$ cat src/rtl/add_acc_pipe_if.sv
// Operand/result bundle for add_acc_pipe: the valid-qualified operand pair in,
// the registered sum/accumulator state out.
interface add_acc_pipe_if #(
    parameter int WIDTH = 4,
    parameter int ACC_W = 8,
    parameter int CNT_W = 8
);
    logic             in_valid;
    logic [WIDTH-1:0] x;
    logic [WIDTH-1:0] y;
    logic [1:0]       mode;
    logic             out_valid;
    logic [WIDTH:0]   sum;
    logic             sat;
    logic [ACC_W-1:0] acc;
    logic             ovf;
    logic [CNT_W-1:0] op_count;

    modport master (
        output in_valid, x, y, mode,
        input  out_valid, sum, sat, acc, ovf, op_count
    );

    modport slave (
        input  in_valid, x, y, mode,
        output out_valid, sum, sat, acc, ovf, op_count
    );
endinterface

$ cat src/rtl/add_acc_pipe.sv
// Registered W-bit adder with saturating-add mode, a saturating accumulator
// with sticky overflow, and an accepted-operation counter. One cycle latency.
module add_acc_pipe #(
    parameter int WIDTH = 4,
    parameter int ACC_W = 8,   // must be >= WIDTH+1
    parameter int CNT_W = 8
) (
    input  logic          clk,
    input  logic          reset,
    add_acc_pipe_if.slave bus
);
    localparam logic [1:0] MODE_ADD = 2'b00;
    localparam logic [1:0] MODE_ACC = 2'b01;
    localparam logic [1:0] MODE_SAT = 2'b10;
    localparam logic [1:0] MODE_CLR = 2'b11;

    logic             out_valid_q;
    logic [WIDTH:0]   sum_q;
    logic             sat_q;
    logic [ACC_W-1:0] acc_q;
    logic             ovf_q;
    logic [CNT_W-1:0] op_count_q;

    logic [WIDTH:0]   raw_sum;
    logic [ACC_W+1:0] acc_t;
    logic             acc_over;

    // Two guard bits above the accumulator so acc + x + y can never wrap.
    always_comb begin
        raw_sum  = {1'b0, bus.x} + {1'b0, bus.y};
        acc_t    = {2'b00, acc_q}
                 + {{(ACC_W+2-WIDTH){1'b0}}, bus.x}
                 + {{(ACC_W+2-WIDTH){1'b0}}, bus.y};
        acc_over = (acc_t[ACC_W+1:ACC_W] != 2'b00);
    end

    always_ff @(posedge clk) begin
        if (reset) begin
            out_valid_q <= 1'b0;
            sum_q       <= '0;
            sat_q       <= 1'b0;
            acc_q       <= '0;
            ovf_q       <= 1'b0;
            op_count_q  <= '0;
        end else if (bus.in_valid) begin
            out_valid_q <= 1'b1;
            op_count_q  <= op_count_q + CNT_W'(1);
            sum_q       <= raw_sum;
            sat_q       <= 1'b0;
            case (bus.mode)
                MODE_ACC: begin
                    if (acc_over) begin
                        acc_q <= '1;
                        ovf_q <= 1'b1;
                    end else begin
                        acc_q <= acc_t[ACC_W-1:0];
                    end
                end
                MODE_SAT: begin
                    if (raw_sum[WIDTH]) begin
                        sum_q <= {1'b0, {WIDTH{1'b1}}};
                        sat_q <= 1'b1;
                    end
                end
                MODE_CLR: begin
                    acc_q <= '0;
                    ovf_q <= 1'b0;
                end
                MODE_ADD: ;
                default: ;
            endcase
        end else begin
            // Idle: operands are don't-care, only the strobes drop.
            out_valid_q <= 1'b0;
            sat_q       <= 1'b0;
        end
    end

    assign bus.out_valid = out_valid_q;
    assign bus.sum       = sum_q;
    assign bus.sat       = sat_q;
    assign bus.acc       = acc_q;
    assign bus.ovf       = ovf_q;
    assign bus.op_count  = op_count_q;
endmodule

$ cat src/flat_wrapper.sv
// flat-port wrapper written by rule: the top's interface ports become plain ports
module add_acc_pipe_flat 
#(
    parameter int WIDTH = 4,
    parameter int ACC_W = 8,                        
    parameter int CNT_W = 8
)
  (clk, reset, bus_in_valid, bus_x, bus_y, bus_mode, bus_out_valid, bus_sum, bus_sat, bus_acc, bus_ovf, bus_op_count);
  add_acc_pipe_if #(.WIDTH(WIDTH), .ACC_W(ACC_W), .CNT_W(CNT_W)) bus_i ();
  input  logic clk;
  input  logic reset;
  input wire logic [$bits(bus_i.in_valid)-1:0] bus_in_valid;
  input wire logic [$bits(bus_i.x)-1:0] bus_x;
  input wire logic [$bits(bus_i.y)-1:0] bus_y;
  input wire logic [$bits(bus_i.mode)-1:0] bus_mode;
  output wire logic [$bits(bus_i.out_valid)-1:0] bus_out_valid;
  output wire logic [$bits(bus_i.sum)-1:0] bus_sum;
  output wire logic [$bits(bus_i.sat)-1:0] bus_sat;
  output wire logic [$bits(bus_i.acc)-1:0] bus_acc;
  output wire logic [$bits(bus_i.ovf)-1:0] bus_ovf;
  output wire logic [$bits(bus_i.op_count)-1:0] bus_op_count;
  assign bus_i.in_valid = bus_in_valid;
  assign bus_i.x = bus_x;
  assign bus_i.y = bus_y;
  assign bus_i.mode = bus_mode;
  assign bus_out_valid = bus_i.out_valid;
  assign bus_sum = bus_i.sum;
  assign bus_sat = bus_i.sat;
  assign bus_acc = bus_i.acc;
  assign bus_ovf = bus_i.ovf;
  assign bus_op_count = bus_i.op_count;
  add_acc_pipe #(.WIDTH(WIDTH), .ACC_W(ACC_W), .CNT_W(CNT_W)) u_core (.clk(clk), .reset(reset), .bus(bus_i));
endmodule
$ cat config.mk
export PLATFORM = sky130hd
export DESIGN_NAME = add_acc_pipe_flat
export DESIGN_NICKNAME = d
export VERILOG_FILES = /design/src/rtl/add_acc_pipe_if.sv /design/src/rtl/add_acc_pipe.sv /design/src/flat_wrapper.sv
export SDC_FILE = /design/constraint.sdc
export NUM_CORES = 1
export LEC_CHECK = 0
export CORE_MARGIN = 1
export CORE_UTILIZATION = 40
export CTS_CLUSTER_SIZE = 30
export DETAILED_ROUTE_END_ITERATION = 10
export HOLD_SLACK_MARGIN = 0.06
export PLACE_DENSITY_LB_ADDON = 0.12
export SETUP_SLACK_MARGIN = 0.15
export SKIP_CTS_REPAIR_TIMING = 1
export SYNTH_ARGS = -nofsm -noshare
export SYNTH_HDL_FRONTEND = slang
export SYNTH_SLANG_ARGS = --single-unit
export TNS_END_PERCENT = 5
$ cat constraint.sdc
create_clock -name clk -period 3.9 [get_ports clk]
set_input_delay 0.78 -clock clk [delete_from_list [all_inputs] [get_ports clk]]
set_output_delay 0.78 -clock clk [all_outputs]
set_load 0.1 [all_outputs]
==> flow_metrics.tcl, run 1 <==
set metrics [dict create \
    run_status "finished, final reports clean" \
    globalplace.congestion 0.981 \
    post-route-drc-count 0 \
    crit_slowest_cell "clkdlybuf4s50_1" \
    finish.net_count 257 \
    firstDrtPassIters 4 \
    cts-root-to-sink-buffers 2 \
    timing.critical_path.cells "clkdlybuf4s50_1 > ha_1 > inv_1 > fa_1 > xnor2_1 > ha_1 > o21a_1 > a21o_1 > and3_1 > a211oi_2 > mux2_4 > a211o_1" \
    setup.reg_to_reg.worst_slack_ps 890 \
    cp.required_ps 4060 \
    synth_cell_types 47 \
    viasPerCell 5.44 \
    total_die_area_um2 4310 \
    grt.overflow.total 0 \
    dp_slack_ps -17.7 \
    rsz0062_at_grt "true" \
    post_layout_instance_count_excluding_filler_cells 275 \
    synth_edf_count 0 \
    die_x_um 65.6 \
    timing.final.ws_setup_ps 267 \
    timing.final.max_slew_violations 0 \
    max_cap_violations 0 \
    worst_setup_path_start_kind "primary input" \
    syn_to_final_growth_pct 31.1 \
    cp_data_arrival_time_ps 3800 \
    io_pins 37 \
    totalPowerFinal_uw 723 \
    grt_pass1_vias 1449 \
    rows 22 \
    cp-end-kind "register" \
    cpLargestDelayFamily "adder cells" \
    synthesis.area_per_instance_um2 8.66 \
    largest_net_degree_at_the_start_of_global_routing 22 \
    total_power_per_unit_cell_area_nw_per_um2 340 \
    route.final.wire_length_um 3680 \
    yosys_warnings 0 \
    critical-path-max-stage-delay_ps 490 \
    grt_use_total_pct 19.2 \
    finClkSkew_ps 3.00 \
    worst_path_most_repeated_cell "ha_1" \
    port_buffers 36 \
    cts.reportedPaths.clkPinSlew_ps 90 \
    drive_gt1_share_pct 9.69 \
    clock_insertion_delay_worst_skew_ps 270 \
    grt_antenna_before_repair 0 \
    hpwlAfterDp_um 2920 \
    place_inst 271 \
    finalHoldViolCount 0 \
    n_fill_cell 318 \
    setup_viol 0 \
    type_of_the_worst_setup_path "in -> reg" \
    placeableCoreArea_um2 3770 \
    holdCritPathClass "reg -> reg" \
    synth_sequential_area_ratio_pct 29.7 \
    ctsHtreeMaxLevel 1 \
    drt.antenna.violating_nets 0 \
    vias_after_detailed_routing 1497 \
    drt_iter0_markers 67 \
    cts.sinks 24 \
    final_cell_mix "36 x clkdlybuf4s50_1, 24 x dfxtp_1, 15 x nor2_1, 13 x ha_1, 12 x a21oi_1" \
    synth-async-reset-ratio_pct 0 \
    period_needed_ps 3630 \
    wl_per_cell_um 13.4 \
    mostFrequentLayoutCell "clkdlybuf4s50_1" \
    postSynthCellCount 187 \
    post-route-period-util_pct 93.2 \
    ys.flop_type "dfxtp_1" \
    critical_path.n_buffers_inverters 2 \
    worstMarginPinSlew_ps 984 \
    achievable-frequency_mhz 275 \
    leakage_uw 0.000846 \
    setup_tns_ps 0 \
    seqCellArea_um2 480 \
    critical_path.max_fanout 4 \
    cts_root_buf "clkbuf_8" \
    initial_core_util_pct 43.0 \
    grt_first_pass_wirelength_um 6520 \
    slew_headroom_pct 34.2 \
    mappedNetlistNets 216 \
    tritoncts.num_buffers 3 \
    multi_input_logic_area_um2 1070 \
    fp.dieH_um 65.6 \
    register_bit_count_reported_by_yosys 24 \
    tritoncts "yes" \
    vdd_ir_drop_max_mv 0.340 \
    antenna-diode-count 0 \
    mappedNetlistArea_um2 1620 \
]
metal layers:
metal,GRT usage (%),wire (um),vias up
met2,33.0,1840,40
met4,4.89,27,0
li1,-,-,755
met5,0,0,-
met1,24.3,1690,700
met3,3.30,124,2
worst reg2reg max path, cell delays in order (launching register included):
cell and delay (ps):
dfxtp_1 370, ha_1 210, inv_1 60, fa_1 400, xnor2_1 140, ha_1 330, o21a_1 210, a21o_1 210
and3_1 190, a211oi_2 190, mux2_4 320, a211o_1 260
kinds of logic (layout without fill, tap and decap cells):
kind of cell,count (synthesis),after routing,share of synthesized area [%]
simple gates,63,63,21.1
compound gates,55,55,23.5
flops,24,24,29.7
fa+ha+maj,16,16,13.7
buf+inv,16,56,4.56
xor+xnor,11,11,5.95
mux,2,2,1.54
layout make-up:
cell class	instances	area share [%]
clock inverter	1	1.41
inverter	11	1.94
sequential	24	22.6
timing repair buffer	41	18.7
tap	48	2.83
multi-input combinational	147	50.5
clock buffer	3	1.94
synth_stat cells (3+ instances only):
cell       n  area share [%]
a211o_1    3             1.6
a211oi_1   7             3.2
a21o_1     4             1.9
a21oi_1   12             3.7
a21oi_2    3             1.6
dfxtp_1   24              30
fa_1       3             3.7
ha_1      13              10
inv_1     11             2.5
nand2_1   11             2.5
nand2b_1   5             1.9
nand3_1    4             1.2
nand4_1    4             1.5
nor2_1    15             3.5
nor2b_1    3             1.2
nor3_1     4             1.2
nor3b_1    3             1.4
o21ai_0    8             2.5
o21ai_1    5             1.5
xnor2_1    3             1.6
xor2_1     8             4.3
report_power, final:
group / total, uW / internal, uW / switching (uW)
Combinational: 239 / 84.2 / 154
Clock: 220 / 137 / 83.1
Sequential: 264 / 255 / 8.46
state kept, by name (all words and copies together), names as in the netlist:
register,count
u_core.bus.sat,1
u_core.bus.acc,8
u_core.bus.sum,5
u_core.bus.ovf,1
u_core.bus.out_valid,1
u_core.bus.op_count,8
worst paths after layout:
| path | cells past startpoint | to | from |
|---|---|---|---|
| worst max-delay path | 12 | u_core.bus.acc[5]$_SDFFE_PP0P_ | bus_x[0] |
| worst min-delay path | 2 | u_core.bus.acc[2]$_SDFFE_PP0P_ | u_core.bus.acc[2]$_SDFFE_PP0P_ |
| worst max register to register | 11 | u_core.bus.acc[5]$_SDFFE_PP0P_ | u_core.bus.acc[0]$_SDFFE_PP0P_ |
| worst min register to register | 2 | u_core.bus.acc[2]$_SDFFE_PP0P_ | u_core.bus.acc[2]$_SDFFE_PP0P_ |
stage by stage:
stage	instance area [um^2]	util, %	hold slack (ps)
final	2120	56.3	470
after detailed placement	2050	54.2	462
after global placement	2050	54.2	457
after global routing	2120	56.3	499
after floorplan	1620	-	879
after CTS	2120	56.1	476
Power figures use the tool's default switching activity.
==> run 2: changes to the inputs <==
==> constraint.sdc (replaced) <==
create_clock -name clk -period 3.9 [get_ports clk]
set_input_delay 0.39 -clock clk [delete_from_list [all_inputs] [get_ports clk]]
set_output_delay 0.39 -clock clk [all_outputs]
set_load 0.1 [all_outputs]
==> run 2 against run 1 <==
Maximum frequency up 11%. Critical path depth fell by 1. Cell count shrank 1.8%. Setup slack gained 350 ps. First-iteration DRC count decreased by 4.5%. Via count is 0.73% lower. Combinational power fell by 5%. Utilization is 1.2 points lower. Clock skew is 6.7 ps higher. Non-clock buffer count down 5.
==> flow_metrics.tcl, run 2 (synthesized netlist as in run 1, its figures left out) <==
set metrics [dict create \
    cp.required_ps 4070 \
    cts.sinks 24 \
    antenna-diode-count 0 \
    rows 22 \
    route.final.wire_length_um 3810 \
    mostFrequentLayoutCell "clkdlybuf4s50_1" \
    worst_setup_path_start_kind "primary input" \
    cp_data_arrival_time_ps 3460 \
    wl_per_cell_um 14.1 \
    post-route-drc-count 0 \
    drt_iter0_markers 64 \
    max_cap_violations 0 \
    hpwlAfterDp_um 2940 \
    io_pins 37 \
    vdd_ir_drop_max_mv 0.156 \
    grt.busiest_layer "met2" \
    holdCritPathClass "reg -> reg" \
    type_of_the_worst_setup_path "in -> reg" \
    grt_antenna_before_repair 0 \
    firstDrtPassIters 4 \
    cts.reportedPaths.clkPinSlew_ps 100 \
    viasPerCell 5.50 \
    grt_use_met2_pct 34.2 \
    achievable-frequency_mhz 304 \
    port_buffers 36 \
    die_x_um 65.6 \
    finClkSkew_ps 9.70 \
    seqCellArea_um2 480 \
    ctsHtreeMaxLevel 1 \
    tritoncts "yes" \
    timing.final.max_slew_violations 0 \
    syn_to_final_growth_pct 28.3 \
    vias_after_detailed_routing 1486 \
    post_layout_instance_count_excluding_filler_cells 270 \
    tritoncts.num_buffers 3 \
    grt_use_met1_pct 24.5 \
    run_status "finished, final reports clean" \
    cts_root_buf "clkbuf_8" \
    use_met3_pct 2.26 \
    setup_viol 0 \
    cts-root-to-sink-buffers 2 \
    drt.antenna.violating_nets 0 \
    period_needed_ps 3290 \
    place_inst 266 \
    grt_pass1_vias 1433 \
    grt.overflow.total 0 \
    cp-end-kind "register" \
    total_power_per_unit_cell_area_nw_per_um2 343 \
    clock_insertion_delay_worst_skew_ps 270 \
    placeableCoreArea_um2 3770 \
    post-route-period-util_pct 84.3 \
    initial_core_util_pct 43.0 \
    n_fill_cell 324 \
    slew_headroom_pct 35.2 \
    largest_net_degree_at_the_start_of_global_routing 22 \
    drive_gt1_share_pct 7.66 \
    rsz0062_at_grt "false" \
    worstMarginPinSlew_ps 969 \
    globalplace.congestion 0.972 \
    totalPowerFinal_uw 713 \
    grt_first_pass_wirelength_um 6550 \
    total_die_area_um2 4310 \
    fp.dieH_um 65.6 \
    finalHoldViolCount 0 \
    leakage_uw 0.000820 \
    multi_input_logic_area_um2 1070 \
    critical_path.max_fanout 7 \
    final_cell_mix "36 x clkdlybuf4s50_1, 24 x dfxtp_1, 15 x nor2_1, 13 x ha_1, 12 x a21oi_1" \
    finish.net_count 252 \
    grt_use_total_pct 19.6 \
    setup_tns_ps 0 \
]
run 2: cell count changes in the layout (fill, tap and decap cells not counted):
| cell | previous run | this run |
|---|---|---|
| a21oi_2 | 2 | 3 |
| a21oi_4 | 1 | 0 |
| buf_4 | 5 | 0 |
run 2: routing by layer:
metal  up-vias  part of all wire [%]
met3         4                   4.6
met1       693                    45
met4         0                   1.3
met5         -                     0
met2        47                    49
li1        742                     -
run 2: final timing paths:
check	from	depth (start not counted)	slack, ps	endpoint
worst max-delay path	bus_x[0]	11	610	u_core.bus.acc[5]$_SDFFE_PP0P_
worst min-delay path	u_core.bus.acc[3]$_SDFFE_PP0P_	2	470	u_core.bus.acc[3]$_SDFFE_PP0P_
worst max register to register	u_core.bus.acc[0]$_SDFFE_PP0P_	10	840	u_core.bus.acc[5]$_SDFFE_PP0P_
worst min register to register	u_core.bus.acc[3]$_SDFFE_PP0P_	2	470	u_core.bus.acc[3]$_SDFFE_PP0P_
run 2: layout make-up:
type | instances | area share [%]
inverter | 11 | 1.99
sequential | 24 | 23.1
timing repair buffer | 36 | 17.3
clock buffer | 3 | 1.99
tap | 48 | 2.89
multi-input combinational | 147 | 51.3
clock inverter | 1 | 1.44
run 2: report_power, final:
group          internal (uW)  switching, uW  total, uW
Combinational           75.7            152        227
Clock                    137           84.8        222
Sequential               255           8.19        263
Total                    468            245        713
run 2: critical path, cell delays in order:
cell and delay [ps]:
clkdlybuf4s50_1 480, ha_1 200, inv_1 60, fa_1 480, inv_1 60, fa_1 430, a21o_1 210, a21oi_2 280
nor4_1 140, o311a_4 420, a211o_1 300
run 2: stage by stage:
| step | cell area, um^2 | hold WS [ps] | utilization (%) | setup WS, ps |
|---|---|---|---|---|
| after floorplan | 1620 | 554 | - | 268 |
| after global placement | 2010 | 453 | 53.3 | 401 |
| after detailed placement | 2010 | 462 | 53.3 | 368 |
| after CTS | 2080 | 475 | 55.1 | 651 |
| after global routing | 2080 | 498 | 55.1 | 435 |
| final | 2080 | 470 | 55.1 | 614 |
==> run 3: changes to the inputs <==
- clock period: 3.9 -> 3 ns (I/O delays scaled with it)
==> run 3 against run 2 <==
Combinational power up 55%. Worst hold slack is essentially flat. Die area stayed put. Final area is 12% higher. Critical path type unchanged. Global-route usage increased by 2.0 points. Clock power grew 17%. Setup slack worse by 430 ps. Total power increased by 34%.
==> flow_metrics.tcl, run 3 (synthesized netlist as in run 1, its figures left out) <==
set metrics [dict create \
    wl_per_cell_um 14.1 \
    port_buffers 36 \
    holdCritPathClass "reg -> reg" \
    drt.antenna.violating_nets 0 \
    timing.final.max_slew_violations 0 \
    antenna-diode-count 0 \
    rows 22 \
    leakage_uw 0.00101 \
    worstHoldPathCells 2 \
    cts.sinks 24 \
    vias_after_detailed_routing 1576 \
    grt.busiest_layer "met2" \
    seqCellArea_um2 493 \
    cp.required_ps 3180 \
    critical-path-max-stage-delay_ps 470 \
    setup_viol 0 \
    io_pins 37 \
    grt_antenna_before_repair 0 \
    firstDrtPassIters 4 \
    worstMarginPinSlew_ps 966 \
    timing.critical_path.cells "clkdlybuf4s50_1 > ha_4 > o21a_1 > and2_4 > nor2_1 > ha_1 > o21a_1 > a21o_1 > buf_4 > a21oi_2 > a211oi_2 > mux2_4 > a211o_1" \
    viasPerCell 5.32 \
    grt_use_total_pct 21.6 \
    tritoncts "yes" \
    finClkSkew_ps 2.62 \
    fp.dieH_um 65.6 \
    syn_to_final_growth_pct 43.2 \
    route.final.wire_length_um 4170 \
    grt_use_met2_pct 37.1 \
    globalplace.congestion 0.933 \
    tritoncts.num_buffers 3 \
    placeableCoreArea_um2 3770 \
    cp-end-kind "register" \
    drive_gt1_share_pct 29.4 \
    cts_root_buf "clkbuf_8" \
    post-route-drc-count 0 \
    critical_path.max_fanout 5 \
    vdd_ir_drop_max_mv 0.277 \
    grt_first_pass_wirelength_um 7110 \
    post-route-period-util_pct 94.0 \
    n_fill_cell 345 \
    type_of_the_worst_setup_path "in -> reg" \
    period_needed_ps 2820 \
    total_die_area_um2 4310 \
    cts.reportedPaths.clkPinSlew_ps 90 \
    largest_net_degree_at_the_start_of_global_routing 22 \
    rsz0062_at_grt "true" \
    totalPowerFinal_uw 954 \
    rr_worst_depth 12 \
    max_cap_violations 0 \
    total_power_per_unit_cell_area_nw_per_um2 411 \
    crit_slowest_cell "clkdlybuf4s50_1" \
    final_cell_mix "42 x buf_4, 20 x dfxtp_1, 17 x clkdlybuf4s50_1, 15 x nor2_1, 12 x a21oi_1" \
    worst_path_most_repeated_cell "o21a_1" \
    use_met3_pct 4.69 \
    finalHoldViolCount 0 \
    grt_pass1_vias 1544 \
    grt.overflow.total 0 \
    run_status "finished, final reports clean" \
    ctsHtreeMaxLevel 1 \
    mostFrequentLayoutCell "buf_4" \
    clock_insertion_delay_worst_skew_ps 280 \
    cp_data_arrival_time_ps 3000 \
    slew_headroom_pct 35.4 \
    finish.net_count 278 \
    layout.core_utilization_pct 61.5 \
    die_x_um 65.6 \
    drt_iter0_markers 36 \
    multi_input_logic_area_um2 1140 \
    achievable-frequency_mhz 355 \
    initial_core_util_pct 43.0 \
    grt_use_met1_pct 26.4 \
    cts-root-to-sink-buffers 2 \
    worst_setup_path_start_kind "primary input" \
    hpwlAfterDp_um 3240 \
]
run 3: cell count changes in the layout (fill, tap and decap cells not counted), sizes merged:
| cell | delta |
|---|---|
| dlymetal6s2s | +3 |
| bufinv | -1 |
| buf | +42 |
| clkbuf | +1 |
| clkdlybuf4s50 | -19 |
run 3: layout make-up:
| cell class | count | area share, % |
|---|---|---|
| multi-input combinational | 147 | 49.0 |
| tap | 48 | 2.59 |
| clock buffer | 4 | 2.86 |
| timing repair buffer | 62 | 22.5 |
| sequential | 24 | 21.2 |
| inverter | 11 | 1.78 |
run 3: power breakdown:
| group | internal [uW] | switching [uW] | leakage (uW) |
|---|---|---|---|
| clock network | 145 | 115 | 0.0000339 |
| logic | 139 | 213 | 0.000776 |
| registers | 331 | 11.5 | 0.000198 |
run 3: path summary, 6_finish.rpt:
path                                        from                        endpoint  slack [ps]
setup / recovery                        bus_x[3]  u_core.bus.acc[5]$_SDFFE_PP0P_         180
hold / removal    u_core.bus.sum[4]$_SDFFE_PP0P_  u_core.bus.sum[4]$_SDFFE_PP0P_         470
setup reg to reg  u_core.bus.acc[0]$_SDFFE_PP0P_  u_core.bus.acc[5]$_SDFFE_PP0P_         180
hold reg to reg   u_core.bus.sum[4]$_SDFFE_PP0P_  u_core.bus.sum[4]$_SDFFE_PP0P_         470
run 3: per-stage QoR:
step | worst slack (ps) | hold WS (ps) | cell area (um^2) | setup TNS [ps] | std cells
finish | 180 | 470 | 2320 | 0 | 296
CTS | -146 | 471 | 2250 | -838 | 295
detailed placement | -416 | 456 | 2180 | -3210 | 291
global placement | -334 | 444 | 2180 | -2520 | 291
floorplan | -67.7 | 464 | 1650 | -67.7 | 187
global route | 81.2 | 497 | 2320 | 0 | 296
run 3: layer usage:
layer | share of wire (%) | wire [um]
met5 | 0 | 0
met4 | 0.91 | 38
met3 | 3.8 | 157
met2 | 49 | 2030
met1 | 47 | 1950
run 3: critical path, delay by kind of cell:
family,cells,cell delay [ps]
multiplexers,1,320
AO/OA/AOI/OAI,6,980
adder cells (fa/ha/maj),2,600
buffers and inverters,2,610
AND/OR/NAND/NOR,2,190
